$ cat src/rtl/tx_sched_pkg.sv
// Shared types and constants for the transmit frame scheduler.
// Build option TX_SCHED_ERR_EN enables error-report arbitration.
package tx_sched_pkg;

    // TX_SCHED_ERR_EN: when defined, err_req/err_code compete with the FIFO
    // for the UART TX; when undefined they are ignored and err_ack stays 0.

    localparam int TX_SCHED_TIMEOUT_DEF = 4;

    localparam logic [2:0] ENC_IDLE      = 3'd0;
    localparam logic [2:0] ENC_LOAD      = 3'd1;
    localparam logic [2:0] ENC_LAUNCH    = 3'd2;
    localparam logic [2:0] ENC_WAIT_BUSY = 3'd3;
    localparam logic [2:0] ENC_WAIT_DONE = 3'd4;
    localparam logic [2:0] ENC_GAP       = 3'd5;

    typedef enum logic [2:0] {
        ST_IDLE      = ENC_IDLE,
        ST_LOAD      = ENC_LOAD,
        ST_LAUNCH    = ENC_LAUNCH,
        ST_WAIT_BUSY = ENC_WAIT_BUSY,
        ST_WAIT_DONE = ENC_WAIT_DONE,
        ST_GAP       = ENC_GAP
    } state_t;

    function automatic int max_int(input int a, input int b);
        return (a > b) ? a : b;
    endfunction

endpackage

$ cat src/rtl/tx_frame_sched_timer.sv
// Loadable down-counter with zero flag, shared by the gap count
// and the launch-acknowledge timeout.
module tx_sched_timer #(
    parameter int W = 4
) (
    input  logic         tx_clk,
    input  logic         uart_sync_rst,
    input  logic         load_i,
    input  logic [W-1:0] load_val_i,
    input  logic         en_i,
    output logic [W-1:0] cnt_o,
    output logic         zero_o
);

    logic [W-1:0] cnt_q;
    logic [W-1:0] cnt_d;

    always_comb begin
        cnt_d = cnt_q;
        if (load_i) begin
            cnt_d = load_val_i;
        end else if (en_i && (cnt_q != '0)) begin
            cnt_d = cnt_q - W'(1);
        end
    end

    always_ff @(posedge tx_clk or negedge uart_sync_rst) begin
        if (!uart_sync_rst) begin
            cnt_q <= '0;
        end else begin
            cnt_q <= cnt_d;
        end
    end

    assign cnt_o  = cnt_q;
    assign zero_o = (cnt_q == '0);

endmodule

$ cat src/rtl/tx_frame_sched.sv
// Transmit frame scheduler: FIFO/error-report arbitration, launch,
// acknowledge timeout and inter-frame gap. Option: TX_SCHED_ERR_EN.
module tx_frame_sched
    import tx_sched_pkg::*;
#(
    parameter int DATA_WIDTH     = 8,
    parameter int GAP_WIDTH      = 4,
    parameter int TIMEOUT_CYCLES = TX_SCHED_TIMEOUT_DEF,
    parameter int CNT_WIDTH      = 8
) (
    input  logic                  tx_clk,
    input  logic                  uart_sync_rst,
    input  logic                  sched_enable,
    input  logic [GAP_WIDTH-1:0]  frame_gap,
    input  logic                  fifo_empty,
    input  logic [DATA_WIDTH-1:0] fifo_rd_data,
    output logic                  fifo_rd_inc,
    input  logic                  err_req,
    input  logic [DATA_WIDTH-1:0] err_code,
    output logic                  err_ack,
    input  logic                  tx_busy,
    output logic [DATA_WIDTH-1:0] tx_p_data,
    output logic                  tx_data_valid,
    output logic                  sched_busy,
    output logic                  timeout_flag,
    output logic [CNT_WIDTH-1:0]  frame_cnt
);

    localparam int TO_W = $clog2(TIMEOUT_CYCLES + 1);
    localparam int TW   = max_int(GAP_WIDTH, TO_W);

    // Loaded in LOAD so the window covers LAUNCH plus the WAIT_BUSY cycles.
    localparam logic [TW-1:0] TO_LOAD = TW'(TIMEOUT_CYCLES - 1);

    state_t                state_q;
    state_t                state_d;
    logic                  src_err_q;
    logic                  fifo_rd_inc_q;
    logic                  err_ack_q;
    logic                  tx_data_valid_q;
    logic                  sched_busy_q;
    logic                  timeout_q;
    logic [DATA_WIDTH-1:0] tx_p_data_q;
    logic [CNT_WIDTH-1:0]  frame_cnt_q;

    logic                  err_sel;
    logic                  grant;
    logic                  to_hit;
    logic                  done_hit;
    logic                  tmr_load;
    logic [TW-1:0]         tmr_val;
    logic                  tmr_en;
    logic [TW-1:0]         tmr_cnt;
    logic                  tmr_zero;
    logic [TW-1:0]         gap_ext;

`ifdef TX_SCHED_ERR_EN
    // The FIFO wins only right after an error grant, so neither side starves.
    assign err_sel = err_req && !(src_err_q && !fifo_empty);
`else
    logic unused_err;
    assign unused_err = err_req;
    assign err_sel    = 1'b0;
`endif

    assign grant   = sched_enable && (!fifo_empty || err_sel);
    assign gap_ext = TW'(frame_gap);

    always_comb begin
        state_d  = state_q;
        tmr_load = 1'b0;
        tmr_val  = '0;
        tmr_en   = 1'b0;
        to_hit   = 1'b0;
        done_hit = 1'b0;
        unique case (state_q)
            ST_IDLE: begin
                if (grant) begin
                    state_d = ST_LOAD;
                end
            end
            ST_LOAD: begin
                state_d  = ST_LAUNCH;
                tmr_load = 1'b1;
                tmr_val  = TO_LOAD;
            end
            ST_LAUNCH: begin
                state_d = ST_WAIT_BUSY;
                tmr_en  = 1'b1;
            end
            ST_WAIT_BUSY: begin
                if (tx_busy) begin
                    state_d = ST_WAIT_DONE;
                end else if (tmr_zero) begin
                    state_d  = ST_GAP;
                    to_hit   = 1'b1;
                    tmr_load = 1'b1;
                    tmr_val  = gap_ext;
                end else begin
                    tmr_en = 1'b1;
                end
            end
            ST_WAIT_DONE: begin
                if (!tx_busy) begin
                    state_d  = ST_GAP;
                    done_hit = 1'b1;
                    tmr_load = 1'b1;
                    tmr_val  = gap_ext;
                end
            end
            ST_GAP: begin
                // Exit on 1 or 0 so the gap lasts max(frame_gap,1) cycles.
                if (tmr_zero || (tmr_cnt == TW'(1))) begin
                    state_d = ST_IDLE;
                end else begin
                    tmr_en = 1'b1;
                end
            end
            default: begin
                state_d = ST_IDLE;
            end
        endcase
    end

    always_ff @(posedge tx_clk or negedge uart_sync_rst) begin
        if (!uart_sync_rst) begin
            state_q         <= ST_IDLE;
            src_err_q       <= 1'b0;
            fifo_rd_inc_q   <= 1'b0;
            err_ack_q       <= 1'b0;
            tx_data_valid_q <= 1'b0;
            sched_busy_q    <= 1'b0;
            timeout_q       <= 1'b0;
            tx_p_data_q     <= '0;
            frame_cnt_q     <= '0;
        end else begin
            state_q         <= state_d;
            sched_busy_q    <= (state_d != ST_IDLE);
            fifo_rd_inc_q   <= 1'b0;
            err_ack_q       <= 1'b0;
            tx_data_valid_q <= 1'b0;
            if ((state_q == ST_IDLE) && grant) begin
                src_err_q     <= err_sel;
                fifo_rd_inc_q <= !err_sel;
                err_ack_q     <= err_sel;
                tx_p_data_q   <= err_sel ? err_code : fifo_rd_data;
            end
            if (state_q == ST_LOAD) begin
                tx_data_valid_q <= 1'b1;
            end
            if (to_hit) begin
                timeout_q <= 1'b1;
            end
            if (done_hit) begin
                frame_cnt_q <= frame_cnt_q + CNT_WIDTH'(1);
            end
        end
    end

    tx_sched_timer #(
        .W(TW)
    ) u_timer (
        .tx_clk        (tx_clk),
        .uart_sync_rst (uart_sync_rst),
        .load_i        (tmr_load),
        .load_val_i    (tmr_val),
        .en_i          (tmr_en),
        .cnt_o         (tmr_cnt),
        .zero_o        (tmr_zero)
    );

    assign fifo_rd_inc   = fifo_rd_inc_q;
    assign err_ack       = err_ack_q;
    assign tx_data_valid = tx_data_valid_q;
    assign tx_p_data     = tx_p_data_q;
    assign sched_busy    = sched_busy_q;
    assign timeout_flag  = timeout_q;
    assign frame_cnt     = frame_cnt_q;

endmodule
$ cat config.mk
export PLATFORM = sky130hd
export DESIGN_NAME = tx_frame_sched
export DESIGN_NICKNAME = d
export VERILOG_FILES = /design/src/rtl/tx_sched_pkg.sv /design/src/rtl/tx_frame_sched_timer.sv /design/src/rtl/tx_frame_sched.sv
export SDC_FILE = /design/constraint.sdc
export NUM_CORES = 1
export LEC_CHECK = 0
export CAP_MARGIN = 15
export CORE_ASPECT_RATIO = 0.6
export CORE_UTILIZATION = 40
export CTS_CLUSTER_SIZE = 14
export DETAILED_ROUTE_END_ITERATION = 6
export PLACE_DENSITY_LB_ADDON = 0.3
export SYNTH_ARGS = -nofsm -noshare
export SYNTH_HDL_FRONTEND = slang
export SYNTH_HIERARCHICAL = 1
export SYNTH_SLANG_ARGS = --single-unit
$ cat constraint.sdc
create_clock -name tx_clk -period 5.6 [get_ports tx_clk]
set_clock_uncertainty 0.2 [all_clocks]
set_input_delay 1.4 -clock tx_clk [delete_from_list [all_inputs] [get_ports tx_clk]]
set_output_delay 1.4 -clock tx_clk [all_outputs]
set_load 0.05 [all_outputs]
==> summary.md, run 1 <==
| Metric | Value |
|---|---|
| Fraction of layout instances using a drive strength above 1 | `13.25%` |
| Final WL | `about 2.8 mm` |
| Avg Cell Area, Syn | `roughly 11 µm²` |
| Crit path kind | `in2reg` |
| Cell Area, Placed | `approximately 1800 µm²` |
| P_int | `between 500 and 600 µW` |
| Largest net degree at the start of global routing | `28` |
| I/O pin total | `47` |
| Hold_ws | `between 0.2 and 0.3 ns` |
| First-pass GRT wire length | `approximately 5 mm` |
| GR Overflow Total | `0` |
| Clk_lat worst skew | `around 0.27 ns` |
| Clock share of power | `about a tenth` |
| Final Cell Area | `~1900 µm²` |
| CP max stage delay | `slightly below 0.7 ns` |
| Final hold violations | `0` |
| Cells after synthesis | `130` |
| Bufs on Longest Clock Path | `2` |
| Top FF cell, synth | `dfrtp_1` |
| Post-DRT Antenna Nets | `0` |
| Peak supply drop | `~0.33 mV` |
| Hpwl dp | `between 2 and 2.5 mm` |
| EDFF count, synth | `0` |
| Comb power frac | `between 50% and 60%` |
| Critical path endpoint category | `flip-flop` |
| Switching pwr | `about 500 µW` |
| Worst-margin pin slew | `0.6501 ns` |
| Initial DRC Count | `21` |
| Setup TNS | `0 ns` |
| Slew Limit Fails | `0` |
| Crit-path leading delay family | `simple AND/OR/NAND/NOR gates` |
| Worst path slowest cell | `clkdlybuf4s50_1` |
| Syn nets | `between 150 and 200` |
| GPL Wtd Cong | `about 0.86` |
| Post-synthesis sequential area ratio | `47.12%` |
| Warnings from Yosys | `6` |
| Highest clock rate | `roughly 300 MHz` |
| Vias in the first global route | `approximately 1100` |
| GRT met2 Usage | `between 20 and 30%` |
| Hold Crit Class | `reg2reg` |
| Routing usage on met1 | `approximately a quarter` |
| Initial antenna violation count | `0` |
| N_diodes | `0` |
| Worst path bufs/invs | `1` |
| Worst endpoint data arrival time | `3.38 ns` |
| Gr busiest metal | `met2` |
| CP Launch Type | `input port` |
| CTS buffer count | `3` |
| Die Y | `between 40 and 50 µm` |
| Register Area | `between 600 and 700 µm²` |
| Wire per inst | `between 10 and 15 µm` |
| DRC | `0` |
| Grt met3 use | `approximately 4.5%` |
| CP Max Fanout | `10` |
| Final net count | `195` |
| Die extent in x | `79.30 µm` |
| Full die area | `approximately 3800 µm²` |
| Number of cell rows | `16` |
| Vias | `between 1000 and 1500` |
| Hold-fix buffers at CTS | `0` |
| Initial Utilization | `around 43%` |
| Port-buffer cells | `36` |
| Syn-to-layout area delta | `30.37%` |
| Max-slew headroom | `56.47%` |
| H-tree levels | `1` |
| Fin crit period | `3.375 ns` |
| Final Util | `between 50% and 60%` |
| Final setup viols | `0` |
| TritonCTS clock tree | `yes` |
| Post-Syn Area | `1434 µm²` |
| Final period util | `roughly 60%` |
| Clock Sink Count | `27` |
| Status | `finished clean` |
| Lkg Pwr | `between 0.8 and 0.9 nW` |
| Total GRT Usage | `between 10% and 20%` |
| Switching share of power | `approximately 48%` |
| Fillers | `roughly 280` |
| Post-Place Setup Slack | `approximately 1.9 ns` |
| CP Cell Sequence | `clkdlybuf4s50_1, nand2b_1, a21oi_1, or2_2, or4_1, o211ai_2` |
| P per Cell Area | `between 500 and 600 nW/µm²` |
| Root Driver | `clkbuf_8` |
| Yosys cell types | `45` |
| Multi-input logic area | `just under 700 µm²` |
| DRT Pass-1 Iters | `6` |
| Final setup margin | `approximately 2.2 ns` |
| Post-cts resize count | `0` |
| RSZ-0062 raised after global routing | `no` |
| Yosys reg bits | `27` |
| Sequential share of power | `between 30% and 40%` |
| Max_cap viols | `0` |
| Core area | `3343 µm²` |
| Via density | `roughly 5.2` |
| Synth async-reset ratio | `100.0%` |
| Worst-path clk slew | `0.09 ns` |
| Worst EP required | `about 5.6 ns` |
| Post-CTS Setup Bufs | `0` |
[placed cells by master (no fill, tap or decap), drive strengths merged, types with 2 or more instances in the layout]
master and count:
a21oi 5, clkbuf 3, clkdlybuf4s50 36, dfrtp 27
ha 2, inv 7, mux2 9, nand2 11
nand2b 3, nor2 3, nor2b 6, nor3 6
nor3b 5, nor4 3, nor4b 3, o21ai 6
or3b 2, xor2 6
[registers in the layout (all words and copies together), names as in the netlist]
signal         count
sched_busy         1
timeout_flag       1
fifo_rd_inc        1
u_timer/cnt_o      4
frame_cnt          8
tx_data_valid      1
tx_p_data          8
state_q            3
[Yosys cell counts (2+ instances only)]
master | number | area [µm²]
nor3_1 | 6 | 30.03
nor3b_1 | 4 | 30.03
ha_1 | 2 | 25.02
nor4b_2 | 2 | 30.03
a21oi_1 | 5 | 25.02
inv_1 | 7 | 26.28
nand2b_1 | 3 | 18.77
xor2_1 | 6 | 52.55
clkbuf_1 | 2 | 7.510
nor4_4 | 2 | 42.54
nand2_1 | 11 | 41.29
nor2b_1 | 6 | 37.54
buf_6 | 2 | 22.52
nor2_1 | 3 | 11.26
mux2_2 | 8 | 90.09
o21ai_0 | 6 | 30.03
dfrtp_1 | 27 | 675.7
[power groups by stage]
| stage | clock [mW] | sequential (mW) | combinational, mW |
|---|---|---|---|
| floorplan | 0 | 0.499 | 0.269 |
| global placement | 0 | 0.346 | 0.566 |
| detailed placement | 0 | 0.349 | 0.580 |
| CTS | 0.116 | 0.346 | 0.581 |
| global route | 0.125 | 0.361 | 0.622 |
| finish | 0.111 | 0.347 | 0.580 |
[layout make-up]
| class | count | area share [%] |
|---|---|---|
| clock buffer | 3 | 2.209 |
| clock inverter | 1 | 0.4016 |
| inverter | 7 | 1.406 |
| multi-input combinational | 91 | 37.15 |
| sequential | 27 | 36.14 |
| tap | 45 | 3.012 |
| timing repair buffer | 37 | 19.68 |
[stage by stage]
step | power (mW) | std cells
2_1_floorplan | 0.7680 | 130
6_report | 1.038 | 211
5_1_grt | 1.109 | 211
3_3_place_gp | 0.9114 | 207
4_1_cts | 1.044 | 211
3_5_place_dp | 0.9297 | 207
[cell families (layout without fill, tap and decap cells)]
family	Yosys count	count (layout)	share of synthesized area [%]
AOI/OAI and AO/OA	22	22	10.39
xor gates and xnor gates	7	7	4.276
other	1	1	0.2615
and+or+nand+nor	50	50	24.70
muxes	9	9	7.068
DFF	27	27	47.12
adders and majority gates	2	2	1.745
buffers and inverters	12	48	4.451
[worst paths after layout]
path	start	to	slack [ns]	depth (start not counted)
worst max-delay path	tx_busy	u_timer/cnt_o[1]	2.22	6
min in group asynchronous	uart_sync_rst	tx_p_data[1]	1.28	2
max in group asynchronous	uart_sync_rst	tx_p_data[6]	3.66	2
worst min-delay path	frame_cnt[7]	frame_cnt[7]	0.28	1
worst max register to register	u_timer/cnt_o[0]	u_timer/cnt_o[3]	3.03	8
worst min register to register	frame_cnt[7]	frame_cnt[7]	0.28	1
[metal layers]
layer	vias to the layer above	wire (µm)
li1	528	-
met1	550	1441
met5	-	0
met2	19	1271
met4	0	10
met3	2	91
No activity file was read; power rests on OpenSTA's default activity.
==> run 2, diff against run 1 <==
Clock period 5.6 ns to 3 ns, I/O delays scaled along.
==> run 2 against run 1 <==
Compared with the run above: non-clock buffer count grew 3; via count grew 2.0%; power grew 88%; sequential cell count is the same.
==> summary.md, run 2 (synthesis results as in run 1) <==
| Metric | Value |
|---|---|
| DRT Pass-1 Iters | `4 (-2)` |
| Peak supply drop | `0.4729 mV (+43%)` |
| DRC | `0 (unchanged)` |
| Clk_lat worst skew | `0.27 ns (about the same)` |
| Final net count | `198 (+1.5%)` |
| Critical path endpoint category | `flip-flop` |
| Cell Area, Placed | `1843 µm² (+1.2%)` |
| Initial Utilization | `42.89% (unchanged)` |
| Slew Limit Fails | `0 (unchanged)` |
| Max_cap viols | `0 (unchanged)` |
| Core area | `3343 µm² (unchanged)` |
| Wire per inst | `13.46 µm (+0.91%)` |
| Root Driver | `clkbuf_8` |
| Worst EP required | `2.96 ns (-2.64 ns)` |
| Worst endpoint data arrival time | `2.64 ns (-0.74 ns)` |
| Clock Sink Count | `27 (unchanged)` |
| Worst path slowest cell | `nor3b_2` |
| Post-CTS Setup Bufs | `0 (unchanged)` |
| Initial DRC Count | `19 (-9.5%)` |
| Status | `finished clean` |
| Number of cell rows | `16 (unchanged)` |
| Total GRT Usage | `16.90% (+0.37 points)` |
| H-tree levels | `1 (unchanged)` |
| Hold path depth | `1 (unchanged)` |
| TritonCTS clock tree | `yes` |
| Final setup viols | `0 (unchanged)` |
| Setup TNS | `0 ns (unchanged)` |
| CTS buffer count | `3 (unchanged)` |
| Fillers | `290 (+3.2%)` |
| Crit path kind | `reg2reg` |
| Port-buffer cells | `36 (unchanged)` |
| Register Area | `675.6 µm² (unchanged)` |
| Fraction of layout instances using a drive strength above 1 | `14.79% (+1.5 points)` |
| Die extent in x | `79.30 µm (unchanged)` |
| Final setup margin | `0.3204 ns (-1.904 ns)` |
| Worst-margin pin slew | `0.7283 ns (+0.07816 ns)` |
| Most frequent cells in the layout | `36 x clkdlybuf4s50_1, 27 x dfrtp_1, 11 x nand2_1` |
| Fin crit period | `roughly 2.7 ns` |
| Highest clock rate | `373.2 MHz` |
| Post-cts resize count | `0 (unchanged)` |
| Post-DRT Antenna Nets | `0 (unchanged)` |
| Lkg Pwr | `0.8382 nW (+1.8%)` |
| Final hold violations | `0 (unchanged)` |
| Worst-path clk slew | `0.09 ns (about the same)` |
| Hold-fix buffers at CTS | `0 (unchanged)` |
| CP Cell Sequence | `inv_1, ha_1, nor3b_2, nand2b_1, a21oi_1, or2_2, nor3_1, a221o_1` |
| Hpwl dp | `2.210 mm (+3.9%)` |
| Crit-path leading delay family | `simple AND/OR/NAND/NOR gates` |
| I/O pin total | `47 (unchanged)` |
| Final WL | `2.880 mm (+2.3%)` |
| GR Overflow Total | `0 (unchanged)` |
| Pwr Total | `1.947 mW (+88%)` |
| Reg2reg path depth | `8 (unchanged)` |
| Final Cell Area | `1892 µm² (+1.2%)` |
| Hold_ws | `0.2763 ns (-0.0003290 ns)` |
| First-pass GRT wire length | `5.023 mm (unchanged)` |
| Commonest non-fill, non-tap cell in the layout | `clkdlybuf4s50_1` |
| CP Max Fanout | `12 (+2)` |
| Post-Place Setup Slack | `0.1384 ns (-1.770 ns)` |
| Max-slew headroom | `51.23% (-5.2 points)` |
| Multi-input logic area | `694.4 µm² (unchanged)` |
| Bufs on Longest Clock Path | `2 (unchanged)` |
| P per Cell Area | `1029 nW/µm² (+85%)` |
| WP depth | `8 (+2)` |
| Via density | `5.238 (+0.57%)` |
| Hold Crit Class | `reg2reg` |
| GPL Wtd Cong | `0.8377 (-2.3%)` |
| Vias | `1121 (+2.0%)` |
| RSZ-0062 raised after global routing | `no` |
| Worst path bufs/invs | `1 (unchanged)` |
| Syn-to-layout area delta | `31.94%` |
| Initial antenna violation count | `0 (unchanged)` |
| Die Y | `48.38 µm (unchanged)` |
| Vias in the first global route | `1056 (-2.9%)` |
| CP Launch Type | `flip-flop` |
| Largest net degree at the start of global routing | `28 (unchanged)` |
| N_diodes | `0 (unchanged)` |
| Final period util | `between 80% and 90%` |
| Full die area | `3836 µm² (unchanged)` |
| CP max stage delay | `0.63 ns (-0.05 ns)` |
==> run 2: report_power, final <==
| group | leakage (nW) | internal, mW | switching [mW] | total, mW |
|---|---|---|---|---|
| logic | 0.476 | 0.425 | 0.664 | 1.09 |
| registers | 0.341 | 0.501 | 0.150 | 0.651 |
| clock network | 0.0217 | 0.0942 | 0.114 | 0.208 |
==> run 2: worst paths after layout <==
check | from | to | slack, ns
worst max-delay path | u_timer/cnt_o[0] | u_timer/cnt_o[3] | 0.32
worst min-delay path | frame_cnt[7] | frame_cnt[7] | 0.28
worst max register to register | u_timer/cnt_o[0] | u_timer/cnt_o[3] | 0.32
worst min register to register | frame_cnt[7] | frame_cnt[7] | 0.28
max in group asynchronous | uart_sync_rst | u_timer/cnt_o[3] | 1.70
min in group asynchronous | uart_sync_rst | tx_p_data[1] | 0.64
==> run 2: layer usage <==
layer | share of wire (%) | vias up | wire length, µm | track usage, %
li1 | - | 535 | - | -
met1 | 49 | 561 | 1414 | 23.25
met2 | 47 | 23 | 1348 | 27.16
met3 | 4.0 | 2 | 114 | 5.094
met4 | 0.14 | 0 | 4 | 1.818
met5 | 0 | - | 0 | 0
==> run 2: through the flow <==
stage,std cells,utilization (%)
after floorplan,130,-
after global placement,210,55.13
after detailed placement,210,55.13
after CTS,214,56.59
after global routing,214,56.59
final,214,56.59
==> run 2: cell type report <==
type	instances	share of cell area (%)
multi-input combinational	91	36.71
sequential	27	35.71
timing repair buffer	40	20.63
tap	45	2.976
clock buffer	3	2.183
inverter	7	1.389
clock inverter	1	0.3968
==> run 3, diff against run 2 <==
Settings changed: ABC_CLOCK_PERIOD_IN_PS from default to 3000, SYNTH_HIERARCHICAL 1 to default.
==> run 3 against run 2 <==
Compared with the run above: fmax grew 5.7%; via count grew 2.3%; combinational power is essentially flat.
==> summary.md, run 3 <==
| Metric | Value |
|---|---|
| GPL Wtd Cong | `0.8969 (+7.1%)` |
| DRT Pass-1 Iters | `4 (unchanged)` |
| Worst-margin pin slew | `0.5766 ns (-0.1517 ns)` |
| Status | `finished clean` |
| CP Launch Type | `flip-flop` |
| Via density | `5.385 (+2.8%)` |
| First-pass GRT wire length | `4.878 mm (-2.9%)` |
| Post-cts resize count | `0 (unchanged)` |
| Hold path depth | `1 (unchanged)` |
| Post-synthesis sequential area ratio | `47.33% (+0.21 points)` |
| Worst reg2reg endpoint | `u_timer.cnt_o[0]` |
| Critical path endpoint category | `output pin` |
| Post-Place Cells | `209 (-0.48%)` |
| Max_cap viols | `0 (unchanged)` |
| Warnings from Yosys | `0 (-6)` |
| DRC | `0 (unchanged)` |
| Worst endpoint data arrival time | `1.58 ns (-1.06 ns)` |
| Final WL | `2.990 mm (+3.8%)` |
| Worst EP required | `2.05 ns (-0.91 ns)` |
| Most frequent cells in the layout | `36 x clkdlybuf4s50_1, 27 x dfrtp_1, 10 x nor2_1, 10 x nand2_1, 8 x mux2_2` |
| P per Cell Area | `1047 nW/µm² (+1.8%)` |
| Reg2reg setup slack | `0.70 ns (+0.38 ns)` |
| Syn-to-layout area delta | `31.81% (about the same)` |
| Sequential share of power | `33.8% (+0.4 points)` |
| Yosys cell types | `42 (-6.7%)` |
| RSZ-0062 raised after global routing | `no` |
| Initial antenna violation count | `0 (unchanged)` |
| Crit path kind | `reg2out` |
| TritonCTS clock tree | `yes` |
| Slew Limit Fails | `0 (unchanged)` |
| Final net count | `198 (unchanged)` |
| Die Y | `48.28 µm (-0.21%)` |
| P_int | `1.047 mW (+2.6%)` |
| Non-Filler Instances | `213 (-0.47%)` |
| CP Cell Sequence | `clkdlybuf4s50_1` |
| Peak supply drop | `0.3860 mV (-18%)` |
| Ranking of synthesized cells by area | `dfrtp_1 47%, mux2_2 6.3%, xnor2_1 3.7%, ha_1 2.6%, nand2_1 2.6%` |
| Area leader, netlist | `dfrtp_1` |
| Worst path bufs/invs | `1 (unchanged)` |
| Top FF cell, synth | `dfrtp_1` |
| Comb power frac | `55.6% (-0.3 points)` |
| Final period util | `84.47% (-4.9 points)` |
| GR Overflow Total | `0 (unchanged)` |
| Core area | `3323 µm² (-0.60%)` |
| Initial DRC Count | `56 (+37)` |
| Wire per inst | `14.04 µm (+4.3%)` |
| Setup TNS | `0 ns (unchanged)` |
| Cells after synthesis | `131 (+0.77%)` |
| Worst path slowest cell | `clkdlybuf4s50_1` |
| Clock share of power | `10.6% (about the same)` |
| Max-slew headroom | `61.48% (+10 points)` |
| Fillers | `296 (+2.1%)` |
| Fin crit period | `2.534 ns (-0.1456 ns)` |
| CTS buffer count | `3 (unchanged)` |
| Root Driver | `clkbuf_8` |
| Initial Utilization | `42.96% (+0.070 points)` |
| Reg2reg path depth | `6 (-2)` |
| Yosys reg bits | `27 (unchanged)` |
| Port-buffer cells | `36 (unchanged)` |
| I/O pin total | `47 (unchanged)` |
| H-tree levels | `1 (unchanged)` |
| Avg Cell Area, Syn | `10.90 µm² (-1.2%)` |
| Crit-path leading delay family | `buffers and inverters` |
| N_diodes | `0 (unchanged)` |
| Count leader, synth | `dfrtp_1` |
| Lkg Pwr | `0.7964 nW (-5.0%)` |
| Syn nets | `160 (+1.3%)` |
| Switching pwr | `923.7 µW (-0.36%)` |
| Die extent in x | `79.13 µm (-0.21%)` |
| Post-DRT Antenna Nets | `0 (unchanged)` |
| Vias in the first global route | `1014 (-4.0%)` |
| Vias | `1147 (+2.3%)` |
| Largest net degree at the start of global routing | `28 (unchanged)` |
| Synth top area share | `47.33% (+0.21 points)` |
| CP Max Fanout | `6 (-6)` |
| Bufs on Longest Clock Path | `2 (unchanged)` |
| HP Start | `frame_cnt[6]` |
| Commonest cells post-synth | `27 x dfrtp_1, 10 x nand2_1, 10 x nor2_1` |
| Synth async-reset ratio | `100.0% (unchanged)` |
| Final hold violations | `0 (unchanged)` |
| R2r startpoint | `u_timer.cnt_o[0]` |
| Post-Syn Area | `1428 µm² (-0.44%)` |
| Fraction of layout instances using a drive strength above 1 | `13.69% (-1.1 points)` |
| Clk_lat worst skew | `0.27 ns (about the same)` |
| Highest clock rate | `394.6 MHz (+5.7%)` |
| Hold endpoint | `frame_cnt[6]` |
| CP max stage delay | `0.84 ns (+0.21 ns)` |
| Post-CTS Setup Bufs | `0 (unchanged)` |
| Clock Sink Count | `27 (unchanged)` |
| Hold-fix buffers at CTS | `0 (unchanged)` |
| Number of cell rows | `16 (unchanged)` |
| Hold Crit Class | `reg2reg` |
| Total GRT Usage | `17.32% (+0.43 points)` |
| Full die area | `3820 µm² (-0.42%)` |
| Worst-path clk slew | `0.10 ns (about the same)` |
| Register Area | `675.6 µm² (unchanged)` |
| Switching share of power | `46.86% (-0.74 points)` |
| Hpwl dp | `2.359 mm (+6.7%)` |
| EDFF count, synth | `0 (unchanged)` |
| Commonest non-fill, non-tap cell in the layout | `clkdlybuf4s50_1` |
| Multi-input logic area | `688.2 µm² (-0.90%)` |
| Final setup viols | `0 (unchanged)` |
## run 3: cell types whose count changed after synthesis, moves of 3 or more
| cell | delta |
|---|---|
| xor2_1 | -4 |
| buf_2 | +3 |
| nor2b_1 | -3 |
| xnor2_1 | +5 |
| o21ai_0 | -6 |
| nor2_1 | +7 |
| nand4_1 | +3 |
| nor3b_1 | -3 |
## run 3: per-stage QoR
step,instance area [µm²],setup WS (ns),utilization (%),total power [mW],hold WS [ns]
6_report,1882,0.4659,56.63,1.971,0.2844
5_1_grt,1882,0.3890,56.63,2.112,0.3117
4_1_cts,1882,0.4652,56.63,1.978,0.2882
3_5_place_dp,1833,0.2141,55.16,1.768,0.2710
3_3_place_gp,1833,0.2871,55.16,1.726,0.2621
2_1_floorplan,1428,0.7487,-,1.458,0.2544
## run 3: worst reg2reg max path, stage by stage (launching register included)
cell	delay (ns)
dfrtp_1	0.40
inv_1	0.11
ha_1	0.26
or3b_1	0.43
o41ai_2	0.47
a2111oi_2	0.10
a211oi_1	0.22
## run 3: metal layers
metal / track usage (%) / share of wire [%] / vias up
met5: 0 / 0 / -
met1: 24.01 / 45 / 558
li1: - / - / 551
met3: 4.860 / 6.0 / 2
met2: 28.10 / 49 / 36
met4: 2.909 / 0.40 / 0
## run 3: power groups by stage
| stage | logic [mW] | registers, mW | clock network [mW] |
|---|---|---|---|
| after CTS | 1.10 | 0.665 | 0.216 |
| after global placement | 1.06 | 0.662 | 0 |
| final | 1.10 | 0.667 | 0.208 |
| after global routing | 1.18 | 0.695 | 0.232 |
| after floorplan | 0.574 | 0.883 | 0 |
| after detailed placement | 1.10 | 0.673 | 0 |
## run 3: worst max path at each step
stage	start	to	slack, ns	depth (start not counted)
floorplan	tx_busy	u_timer.cnt_o[2]	0.75	5
global placement	tx_busy	u_timer.cnt_o[2]	0.29	5
detailed placement	tx_busy	u_timer.cnt_o[2]	0.21	5
CTS	frame_cnt[2]	frame_cnt[2]	0.47	1
global route	tx_busy	u_timer.cnt_o[0]	0.39	5
finish	frame_cnt[2]	frame_cnt[2]	0.47	1
## run 3: final cells by class
cell class | instances | area share [%]
clock buffers | 3 | 2.194
clock inverters | 1 | 0.3989
inverters | 6 | 1.197
multi-input cells | 91 | 36.57
flip-flops and latches | 27 | 35.90
well taps | 45 | 2.992
repair buffers | 40 | 20.74
## run 3: cell families (layout without fill, tap and decap cells)
kind of cell | after synthesis | after routing | share of synthesized area [%]
xor+xnor | 8 | 8 | 4.908
simple gates | 48 | 48 | 19.46
other cells | 1 | 1 | 0.2627
flops | 27 | 27 | 47.33
mux | 10 | 10 | 7.713
buf+inv | 13 | 50 | 4.470
compound gates | 21 | 21 | 13.23
fa+ha+maj | 3 | 3 | 2.630
